[config.mk]
export PLATFORM = sky130hd
export DESIGN_NAME = apb_cmd_master
export DESIGN_NICKNAME = d
export VERILOG_FILES = /design/src/rtl/apb_cmd_master.sv
export SDC_FILE = /design/constraint.sdc
export NUM_CORES = 1
export LEC_CHECK = 0
export CORE_ASPECT_RATIO = 0.9
export CORE_MARGIN = 2
export CORE_UTILIZATION = 25
export CTS_BUF_LIST = sky130_fd_sc_hd__clkbuf_8
export CTS_CLUSTER_SIZE = 10
export DETAILED_ROUTE_END_ITERATION = 10
export MAX_ROUTING_LAYER = met4
export PLACE_DENSITY = 0.64
export REMOVE_ABC_BUFFERS = 1
export SYNTH_ARGS = -nofsm -noshare
export SYNTH_HDL_FRONTEND = slang
export SYNTH_SLANG_ARGS = --single-unit
[constraint.sdc]
create_clock -name clk -period 4.18 [get_ports clk]
set_input_delay 1.254 -clock clk [delete_from_list [all_inputs] [get_ports clk]]
set_output_delay 1.254 -clock clk [all_outputs]
set_load 0.1 [all_outputs]
[src/rtl/apb_cmd_master.sv]
// APB3 requester: converts a valid/ready command stream into single APB transfers
// and returns each result (data, slave error, timeout) on a valid/ready response stream.
module apb_cmd_master #(
    parameter int ADDR_W  = 32,
    parameter int DATA_W  = 32,
    parameter int TIMEOUT = 256
) (
    input  logic              clk,
    input  logic              rstn,
    input  logic              cmd_valid,
    output logic              cmd_ready,
    input  logic              cmd_write,
    input  logic [ADDR_W-1:0] cmd_addr,
    input  logic [DATA_W-1:0] cmd_wdata,
    output logic              rsp_valid,
    input  logic              rsp_ready,
    output logic [DATA_W-1:0] rsp_rdata,
    output logic              rsp_slverr,
    output logic              rsp_timeout,
    output logic [ADDR_W-1:0] paddr,
    output logic              psel,
    output logic              penable,
    output logic              pwrite,
    output logic [DATA_W-1:0] pwdata,
    input  logic [DATA_W-1:0] prdata,
    input  logic              pready,
    input  logic              pslverr
);

    typedef enum logic [1:0] {IDLE, SETUP, ACCESS, RESP} state_t;

    localparam int CNT_W = (TIMEOUT > 0) ? $clog2(TIMEOUT + 1) : 1;

    state_t              state_q;
    logic [CNT_W-1:0]    cnt_q;
    logic [CNT_W-1:0]    cnt_d;
    logic                timeout_hit;

    logic                cmd_ready_q;
    logic                rsp_valid_q;
    logic [DATA_W-1:0]   rsp_rdata_q;
    logic                rsp_slverr_q;
    logic                rsp_timeout_q;
    logic [ADDR_W-1:0]   paddr_q;
    logic                psel_q;
    logic                penable_q;
    logic                pwrite_q;
    logic [DATA_W-1:0]   pwdata_q;

    // The abort fires on the edge that would complete the TIMEOUT-th idle ACCESS cycle.
    always_comb begin
        cnt_d       = cnt_q + 1'b1;
        timeout_hit = (TIMEOUT != 0) && (cnt_d == CNT_W'(TIMEOUT));
    end

    always_ff @(posedge clk or posedge rstn) begin
        if (rstn) begin
            state_q       <= IDLE;
            cnt_q         <= '0;
            cmd_ready_q   <= 1'b0;
            rsp_valid_q   <= 1'b0;
            rsp_rdata_q   <= '0;
            rsp_slverr_q  <= 1'b0;
            rsp_timeout_q <= 1'b0;
            paddr_q       <= '0;
            psel_q        <= 1'b0;
            penable_q     <= 1'b0;
            pwrite_q      <= 1'b0;
            pwdata_q      <= '0;
        end else begin
            case (state_q)
                IDLE: begin
                    if (cmd_valid && cmd_ready_q) begin
                        paddr_q     <= cmd_addr;
                        pwdata_q    <= cmd_wdata;
                        pwrite_q    <= cmd_write;
                        psel_q      <= 1'b1;
                        cmd_ready_q <= 1'b0;
                        cnt_q       <= '0;
                        state_q     <= SETUP;
                    end else begin
                        cmd_ready_q <= 1'b1;
                    end
                end
                SETUP: begin
                    penable_q <= 1'b1;
                    state_q   <= ACCESS;
                end
                ACCESS: begin
                    if (pready || timeout_hit) begin
                        rsp_rdata_q   <= (pready && !pwrite_q) ? prdata : '0;
                        rsp_slverr_q  <= pready && pslverr;
                        rsp_timeout_q <= !pready;
                        rsp_valid_q   <= 1'b1;
                        psel_q        <= 1'b0;
                        penable_q     <= 1'b0;
                        pwrite_q      <= 1'b0;
                        paddr_q       <= '0;
                        pwdata_q      <= '0;
                        state_q       <= RESP;
                    end else begin
                        cnt_q <= cnt_d;
                    end
                end
                RESP: begin
                    if (rsp_ready) begin
                        rsp_valid_q <= 1'b0;
                        cmd_ready_q <= 1'b1;
                        state_q     <= IDLE;
                    end
                end
                default: state_q <= IDLE;
            endcase
        end
    end

    assign cmd_ready   = cmd_ready_q;
    assign rsp_valid   = rsp_valid_q;
    assign rsp_rdata   = rsp_rdata_q;
    assign rsp_slverr  = rsp_slverr_q;
    assign rsp_timeout = rsp_timeout_q;
    assign paddr       = paddr_q;
    assign psel        = psel_q;
    assign penable     = penable_q;
    assign pwrite      = pwrite_q;
    assign pwdata      = pwdata_q;

endmodule

After elaboration in Yosys (flattened, before gate mapping). Index checks and enable logic that the tools add are counted.

Add/subtract/negate cells: 1. Multiply operators: 0. Div/mod/pow operators: 0. Order comparisons: 0. Equality and inequality tests: 8. Shift-type cells: 0. Muxes and demuxes: 25. Bitwise logic cells: 0. Reduce and logical (&&, ||, !) cells: 18.

Operators with widths (count): 32-bit 2-to-1 mux (4); 32-bit one-hot mux with 2 select lines (2); 9-bit 2-to-1 mux (2); 9-bit one-hot mux with 2 select lines (1); 3-bit AND reduction (4); 1-bit one-hot mux with 2 select lines (5); 9-bit by 1-bit adder with 9-bit output (second input constant) (1); 9-bit == test (second input constant) (1); 2-bit != test (second input constant) (4); 2-bit one-hot mux with 4 select lines (1); 2-bit nonzero test (4); 1-bit 2-to-1 mux (7); 2-bit 2-to-1 mux (3); 2-bit AND reduction (3); 2-bit == test (second input constant) (2); 1-bit logical AND (3); 2-bit by 1-bit == test with 1-bit output (second input constant) (1); 1-bit logical NOT (2); 2-bit logical NOT (1); 1-bit logical OR (1).

Bits in registers: 114. Bits in latches: 0. Bits in writable memories: 0. Bits in read-only memories: 0. Output and inout port bits: 103. Memories kept: 0.

Longest topological paths before layout. Gate-level depths: netlist of the first run.

Depth after elaboration: 5. Mapped depth: 9.

Worst setup path after synthesis of the first run. OpenSTA, ideal clock, no wires.

Path kind: input to register. Start point: input cmd_valid. End point: register psel_q, in the netlist psel. Library setup time: 0.078 ns. Arrival time: 2.331 ns. Required time: 4.102 ns. Path slack: 1.771 ns. Stages: 6. Buffers on the path: 2. Cell sequence: nand3_1 -> nor2_1 -> clkbuf_1 -> clkbuf_1 -> nor2_1 -> a21oi_1.

Longest elaborated chain between the ends: 3.

RTL lines: from (decl) (line 10) `input logic cmd_valid,`; 1-bit logical AND (line 73) `if (cmd_valid && cmd_ready_q) begin`; 2-bit != test (no line); 3-bit AND reduction (no line); to (signal assigned) (line 66) `psel_q <= 1'b0;`; to (signal assigned) (line 77) `psel_q <= 1'b1;`; to (signal assigned) (line 95) `psel_q <= 1'b0;`; to (decl) (line 45) `logic psel_q;`.

No other way between the ends. A chain may end at the register's enable or synchronous reset.

Worst setup path in the final report of the first run.
Start point: register cnt_q[0]. End point: register paddr_q[2], in the netlist paddr[2].

Longest elaborated chain between the ends: 5.

RTL lines: from (decl) (line 35) `logic [CNT_W-1:0] cnt_q;`; from (signal assigned) (line 102) `cnt_q <= cnt_d;`; 9-bit by 1-bit adder with 9-bit output (line 52) `cnt_d = cnt_q + 1'b1;`; 9-bit == test (line 53) `timeout_hit = (TIMEOUT != 0) && (cnt_d == CNT_W'(TIMEOUT));`; 1-bit logical OR (line 90) `if (pready || timeout_hit) begin`; 2-bit != test (no line); 3-bit AND reduction (no line); to (signal assigned) (line 74) `paddr_q <= cmd_addr;`; to (decl) (line 44) `logic [ADDR_W-1:0] paddr_q;`.

No other way between the ends.

==> results of run 1 <==
## registers in the layout (all words and copies together) (netlist names)
name,count
psel,1
pwrite,1
cmd_ready,1
rsp_timeout,1
rsp_valid,1
penable,1
cnt_q,9
pwdata,32
rsp_rdata,32
paddr,32
state_q,2
rsp_slverr,1
## cell type report
cell class / instances / area [sq um] / area share [%]
Clock buffer: 17 / 234 / 3.26
Clock inverter: 15 / 161 / 2.25
Inverter: 9 / 36.3 / 0.506
Multi-Input combinational cell: 188 / 1480 / 20.6
Sequential cell: 114 / 2850 / 39.7
Tap cell: 240 / 300 / 4.18
Timing Repair Buffer: 210 / 2110 / 29.5
## layer usage
metal / vias up / global-route usage (%)
met4: 0 / 4.28
met3: 10 / 5.10
met2: 173 / 19.3
li1: 1684 / -
met1: 1761 / 17.7
met5: - / -
## cell families (layout without fill, tap and decap cells)
kind of cell / count (synthesis) / after routing
xor+xnor: 2 / 2
simple gates: 45 / 45
buf+inv: 34 / 251
compound gates: 131 / 131
flops: 114 / 114
fa+ha+maj: 5 / 5
mux: 5 / 5
## per-stage QoR
step | utilization (%) | setup WS (ps)
after detailed placement | 38.6 | 498
after floorplan | - | -89.7
after CTS | 40.9 | 853
after global routing | 40.9 | 682
final | 40.9 | 883
after global placement | 38.6 | 619
## critical path: stages, from the launching register on
cell                       delay [ps]
sky130_fd_sc_hd__dfrtp_1          450
sky130_fd_sc_hd__ha_1             320
sky130_fd_sc_hd__and3b_1          200
sky130_fd_sc_hd__o2111a_1         220
sky130_fd_sc_hd__o22ai_1          360
sky130_fd_sc_hd__o31ai_4          220
sky130_fd_sc_hd__o21bai_4         870
sky130_fd_sc_hd__buf_4            410
sky130_fd_sc_hd__a22o_1           170
## path summary, 6_finish.rpt
kind / startpoint / endpoint / cells past startpoint
min in group asynchronous: rstn / pwdata[6]$_DFFE_PP0P_ / 2
max in group asynchronous: rstn / pwdata[30]$_DFFE_PP0P_ / 3
setup reg to reg: cnt_q[0]$_DFFE_PP0P_ / paddr[2]$_DFFE_PP0P_ / 8
hold / removal: rsp_slverr$_DFFE_PP0P_ / rsp_slverr$_DFFE_PP0P_ / 1
setup / recovery: cnt_q[0]$_DFFE_PP0P_ / paddr[2]$_DFFE_PP0P_ / 8
hold reg to reg: rsp_slverr$_DFFE_PP0P_ / rsp_slverr$_DFFE_PP0P_ / 1
## Yosys cell counts, types with 2 or more instances
library cell	number
sky130_fd_sc_hd__dfrtp_1	114
sky130_fd_sc_hd__a22o_1	98
sky130_fd_sc_hd__nand2_1	14
sky130_fd_sc_hd__clkbuf_1	12
sky130_fd_sc_hd__a21oi_1	8
sky130_fd_sc_hd__inv_1	8
sky130_fd_sc_hd__nand3_1	8
sky130_fd_sc_hd__buf_2	7
sky130_fd_sc_hd__buf_4	6
sky130_fd_sc_hd__o21ai_0	6
sky130_fd_sc_hd__ha_1	5
sky130_fd_sc_hd__mux2i_1	4
sky130_fd_sc_hd__nor2_1	4
sky130_fd_sc_hd__nor3_1	4
sky130_fd_sc_hd__nand2b_1	3
sky130_fd_sc_hd__o211ai_1	3
sky130_fd_sc_hd__o22ai_1	3
sky130_fd_sc_hd__or4_1	3
sky130_fd_sc_hd__a21boi_0	2
sky130_fd_sc_hd__and3b_1	2
sky130_fd_sc_hd__nand4_1	2
sky130_fd_sc_hd__nor2b_1	2
sky130_fd_sc_hd__o21a_1	2
==> results.md, run 1 <==
Timing:
- Hold is met by 498 ps.
- The final number of setup-violating endpoints is 0.
- The total count of max-transition violations in the final report is 0.
- Based on the critical path, the design can be clocked at up to 303 MHz.
- The worst path uses 78.9% of the clock period.
- Setup repair after global routing left no endpoint under its margin.
- The number of failing hold endpoints at the final stage was 0.
- The worst pin sits at a relative slew slack of 28.7%.
- At the pin with the least slew margin, the transition time is 1070 ps.
- The worst path in the final design needs a cycle of 3300 ps, including I/O delays and setup.
- Setup total negative slack on the finished layout was measured at 0 ps.
- The worst clock skew is 9.50 ps.

Synth:
- The adder and majority cell fraction of the synthesized area is 1.40%.
- The post-synthesis average cell area is 13.3 sq um.
- For this run, asynchronously set or reset flops after synthesis account for 100%.
- The sequential element share of the synthesized area is 63.9%.
- In this run the cell area of the synthesized design comes to ~4500 sq um.
- The number of warnings printed during yosys synthesis is 0.
- In the synthesized netlist the dominant register cell turns out to be sky130_fd_sc_hd__dfrtp_1.
- The portion of synthesized area spent on multiplexers is 1.15%.
- In the synthesized netlist, the number of instances is 336.
- The biggest area consumer among synthesized cells is sky130_fd_sc_hd__dfrtp_1.
- The number of distinct library cells after synthesis is 39.
- The compound-gate portion of the synthesized area is 24.4%.
- Of the total synthesized cell area, the portion taken by AND, OR, NAND and NOR gates is 5.21%.
- Of the total synthesized cell area, the portion taken by XOR and XNOR cells is less than 1%.
- The count of flip-flops with a built-in enable after synthesis is 0.
- By area the synthesized netlist is led by sky130_fd_sc_hd__dfrtp_1 64%, sky130_fd_sc_hd__a22o_1 19%, sky130_fd_sc_hd__ha_1 1.4%, sky130_fd_sc_hd__nand2_1 1.2%, sky130_fd_sc_hd__buf_4 1.0%.
- After synthesis, the largest family of logic cells by area is compound AO/OA/AOI/OAI gates.
- Synthesis inferred 114 register bits.
- The area fraction of the dominant cell type after synthesis is about 64%.

Clock tree:
- The clock root buffer is sky130_fd_sc_hd__clkbuf_8.
- The clock tree from TritonCTS is yes.
- Counting every sink on the clock net gives 114.
- The clock insertion delay at the later pin of the skew report is between 400 and 500 ps.
- The number of clock buffers added by TritonCTS is 17.
- The number of buffers inserted by post-CTS setup repair is 0.
- The clock slew seen by the registers of the worst setup and hold paths is 70 ps.
- The hold buffer count at CTS is 0.
- The H-tree was split into 4 levels.
- The clock passes through at most 2 buffers.
- The number of resized instances in the post-cts repair step is 0.

Cells and area:
- Leaving out fill and tap cells, the most frequent cell in the layout is sky130_fd_sc_hd__clkdlybuf4s50_1.
- Counting the fill cells in the layout gives 1644.
- The net total in the final layout is 648.
- The design area is 7180 sq um.
- In the final layout, the share of cells above drive strength 1 is 7.59%.
- The post-synthesis to final-layout area growth is 60.7%.
- In the layout the commonest cells are 205 x sky130_fd_sc_hd__clkdlybuf4s50_1, 114 x sky130_fd_sc_hd__dfrtp_1, 98 x sky130_fd_sc_hd__a22o_1.
- The number of non-filler instances in the completed layout is around 790.
- The antenna diode count is 0.

Route:
- The detailed router finished its first iteration with 140 violations.
- The sum of routed wire segments on met1 is 5690 microns.
- In the routed design, unresolved DRC markers number 0.
- The routed wire length is 12500 microns.
- Once detail routing completed, the nets flagged for antenna violations numbered 0.
- The met3 routed wirelength is between 1000 and 1500 microns.
- The routed length on met2 is between 5000 and 6000 microns.
- Dividing the detail-routed via count by the number of cells gives 4.58.
- Before antenna repair, the detailed router went through 6 iterations.
- The top layer used by detailed routing is met4.
- The per-cell routed wire length is 15.8 microns.
- The detailed router placed 3628 vias in this run.

Job:
- Max-cap violations in this run came to 0.

Critical path:
- STA classifies the critical path startpoint as a flip-flop.
- STA classifies the critical path endpoint as a flip-flop.
- The required time of the worst setup path is 4550 ps.
- The maximum net fanout on the critical path is 43.
- The critical path is of the reg2reg type.
- For the worst setup path, the data arrival time is 3660 ps.
- The register-to-register setup slack is between 800 and 900 ps.

Floorplanning:
- The number of standard-cell rows in the floorplan is 46.
- The initial core utilization is 25.4%.
- The die width is 145 microns.
- The number of top-level pins is between 200 and 250.
- The floorplan step defined a core boundary enclosing roughly 18000 sq um.
- The die covers 18900 sq um.
- The die is roughly 130 microns tall.

GRT:
- The total overflow left after global routing is 0.
- The via count of the first global-routing pass was 3672.
- The first-pass GRT wire length is 18800 microns.
- The initial antenna violation count came to 0.
- The maximum number of pins on one net before global-route repair is 59.
- In the global route stage, overall resource usage came out at 13.5%.

Placement:
- At the end of routability-driven placement, the weighted congestion stood at slightly above 0.8.
- The count of buffers inserted at the top-level ports is 205.
- Once placement finished, the instance area stood at 6780 sq um.
- The detailed placer's ending HPWL is 8650 microns.
- The placed instance count is between 700 and 800.

Outcome:
- The flow ran to the end, and the final reports show no timing, DRC or antenna violations.

Min path:
- The classification of the worst-slack hold path is reg2reg.
Power of run 1 is not shown: default switching activity piles up to over one toggle a cycle in this logic, so the estimate is an artifact.
==> inputs of run 2 (changes only) <==
==> constraint.sdc (replaced) <==
create_clock -name clk -period 2.95 [get_ports clk]
set_input_delay 0.885 -clock clk [delete_from_list [all_inputs] [get_ports clk]]
set_output_delay 0.885 -clock clk [all_outputs]
set_load 0.1 [all_outputs]
==> run 2 against run 1 <==
Compared with the run above: die area stayed put; critical path depth is 1 higher; worst setup slack got worse by 580 ps; clock skew is 2.9 ps higher; sequential share of layout area increased by 1.2 points; worst hold slack better by 6.2 ps; core utilization shrank 1.2 points; global-route usage grew 0.11 points; final cell count up 1.0%; final area is 3.0% lower; critical path type unchanged.
==> results.md, run 2 (same netlist as run 1, synthesis figures left out) <==
Route:
- The final routed DRC violation total is 0 (unchanged).
- The per-cell routed wire length was 15.7 microns (was 15.8 microns).
- The remaining antenna violation count is 0 (unchanged).
- The routed wire length was 12500 microns (about the same).
- The per-cell via count in the routed design is 4.56 (was 4.58).
- The via count is 3656 (was 3628).
- The count of TritonRoute iterations in the first routing pass is 4 (was 6).
- The number of violations reported at the end of detailed-routing iteration 0 is 99 (was 140).

Clock tree:
- The clock root buffer is sky130_fd_sc_hd__clkbuf_8 (unchanged).
- The clock tree from TritonCTS is yes (unchanged).
- The number of buffers created by CTS is 17 (unchanged).
- The number of sinks handled by clock tree synthesis is 114 (unchanged).
- The hold buffer count at CTS is 0 (unchanged).
- The number of buffers between clock root and the deepest sink is 2 (unchanged).
- The clock slew seen by the registers of the worst setup and hold paths was 70 ps (about the same).
- The clock insertion delay at the later pin of the skew report is 420 ps (was 430 ps).
- The count of H-tree levels built during CTS is 4 (unchanged).

Outcome:
- Run status: complete, no violations (unchanged).

Cells and area:
- Leading cell types in the layout, fill and taps excluded: 114 x sky130_fd_sc_hd__dfrtp_1, 113 x sky130_fd_sc_hd__buf_4, 102 x sky130_fd_sc_hd__clkdlybuf4s50_1 (was 205 x sky130_fd_sc_hd__clkdlybuf4s50_1, 114 x sky130_fd_sc_hd__dfrtp_1, 98 x sky130_fd_sc_hd__a22o_1).
- The count of filler cells inserted in the layout was 1685 (was 1644).
- The antenna diode count came to 0 (unchanged).
- The net total in the final layout was 656 (was 648).
- The most common cell after layout, fill and taps aside is sky130_fd_sc_hd__dfrtp_1 (was sky130_fd_sc_hd__clkdlybuf4s50_1).
- The ratio of cells with drive above 1 in the final layout is 27.3% (was 7.59%).
- The post-synthesis to final-layout area growth is 55.9% (was 60.7%).

Floorplanning:
- The initial core utilization is 25.4% (unchanged).
- The number of standard-cell rows in the floorplan was 46 (unchanged).
- The die area is 18900 sq um (unchanged).
- The die extent in y was 131 microns (unchanged).
- The number of top-level pins was 206 (unchanged).
- The area of the placeable core was 17600 sq um (unchanged).
- The die width is 145 microns (unchanged).

GRT:
- The via count of the first global-routing pass was 3735 (was 3672).
- The initial antenna violation count came to 0 (unchanged).
- The overall global routing resource usage is 13.6% (was 13.5%).
- The maximum number of pins on one net before global-route repair is 68 (was 59).
- The first-pass GRT wire length came to 19100 microns (was 18800 microns).
- The total congestion overflow is 0 (unchanged).

Timing:
- The final number of setup-violating endpoints is 0 (unchanged).
- The clock period minus final worst setup slack came to 2650 ps (was 3300 ps).
- RSZ-0062 raised after global routing: false (unchanged).
- The number of failing hold endpoints at the final stage was 0 (unchanged).
- The fmax is 378 MHz (was 303 MHz).
- The worst slew margin relative to its limit is 61.8% (was 28.7%).
- The worst clock skew is 12.4 ps (was 9.50 ps).
- The total count of max-transition violations in the final report is 0 (unchanged).
- The slack of the critical path was 302 ps (was 883 ps).
- The portion of the clock cycle consumed by the worst path in the final layout is 89.8% (was 78.9%).
- The transition time at the pin with the least slew margin is 572 ps (was 1070 ps).

Critical path:
- The path depth of the worst reg2reg path is 9 (was 8).
- The kind of end point of the critical path is a flip-flop (unchanged).
- The category of the most critical setup path is reg2reg (unchanged).
- The element type at the critical path start is a flip-flop (unchanged).
- The required time of the worst setup path is 3250 ps (was 4550 ps).
- The maximum net fanout on the critical path is 65 (was 43).
- The endpoint arrival time on the critical path is 2940 ps (was 3660 ps).

Placement:
- The routability congestion estimate from global placement is 0.817 (was 0.831).
- The worst setup timing slack at the placement stage is 138 ps (was 498 ps).
- The count of buffers inserted at the top-level ports was 205 (unchanged).
- The detailed placer's ending HPWL is 8590 microns (was 8650 microns).

Min path:
- The number of cells traversed by the worst hold path is 1 (unchanged).
- The classification of the worst-slack hold path is reg2reg (unchanged).

Job:
- The number of max-cap violations was 0 (unchanged).
run 2: stage by stage:
step | instances | hold slack, ps | area, sq um | util, % | setup TNS [ps]
after floorplan | 311 | 481 | 4340 | - | -198550
after global placement | 765 | 486 | 6570 | 37.4 | 0
after detailed placement | 765 | 483 | 6570 | 37.4 | 0
after CTS | 797 | 509 | 6930 | 39.5 | 0
after global routing | 801 | 520 | 6960 | 39.7 | 0
final | 801 | 504 | 6960 | 39.7 | 0
run 2: layer usage:
layer	share of wire (%)	vias to the layer above	track usage (%)
met5	0	-	-
met4	1.2	0	5.37
met3	7.1	12	4.37
met2	44	159	19.4
met1	48	1777	17.9
li1	-	1708	-
run 2: path summary, 6_finish.rpt:
| check | startpoint | endpoint | slack, ps |
|---|---|---|---|
| max | cnt_q[0]$_DFFE_PP0P_ | paddr[21]$_DFFE_PP0P_ | 300 |
| min | paddr[25]$_DFFE_PP0P_ | paddr[25]$_DFFE_PP0P_ | 500 |
| max reg2reg | cnt_q[0]$_DFFE_PP0P_ | paddr[21]$_DFFE_PP0P_ | 300 |
| min reg2reg | paddr[25]$_DFFE_PP0P_ | paddr[25]$_DFFE_PP0P_ | 500 |
| max in group asynchronous | rstn | pwdata[17]$_DFFE_PP0P_ | 1480 |
| min in group asynchronous | rstn | pwdata[6]$_DFFE_PP0P_ | 830 |
run 2: what timing repair did:
action	in CTS	in global routing
resized for setup	0	0
buffers inserted	0	4
setup endpoints to repair	0	32
run 2: final cells by class:
| class | count | area (sq um) | share of cell area, % |
|---|---|---|---|
| clock inverter | 14 | 116 | 1.67 |
| timing repair buffer | 218 | 1930 | 27.7 |
| sequential | 114 | 2850 | 41.0 |
| inverter | 9 | 36.3 | 0.521 |
| tap | 240 | 300 | 4.31 |
| multi-input combinational | 188 | 1480 | 21.2 |
| clock buffer | 18 | 248 | 3.56 |
run 2: critical path, stage by stage, from the launching register on:
cell and delay [ps]:
sky130_fd_sc_hd__dfrtp_1 450, sky130_fd_sc_hd__ha_1 320, sky130_fd_sc_hd__a21boi_0 240, sky130_fd_sc_hd__o2111a_1 220
sky130_fd_sc_hd__o22ai_1 130, sky130_fd_sc_hd__o31ai_4 430, sky130_fd_sc_hd__buf_4 190, sky130_fd_sc_hd__o21bai_4 60
sky130_fd_sc_hd__buf_12 170, sky130_fd_sc_hd__a22o_1 240
Power of run 2 is left out for the same reason.
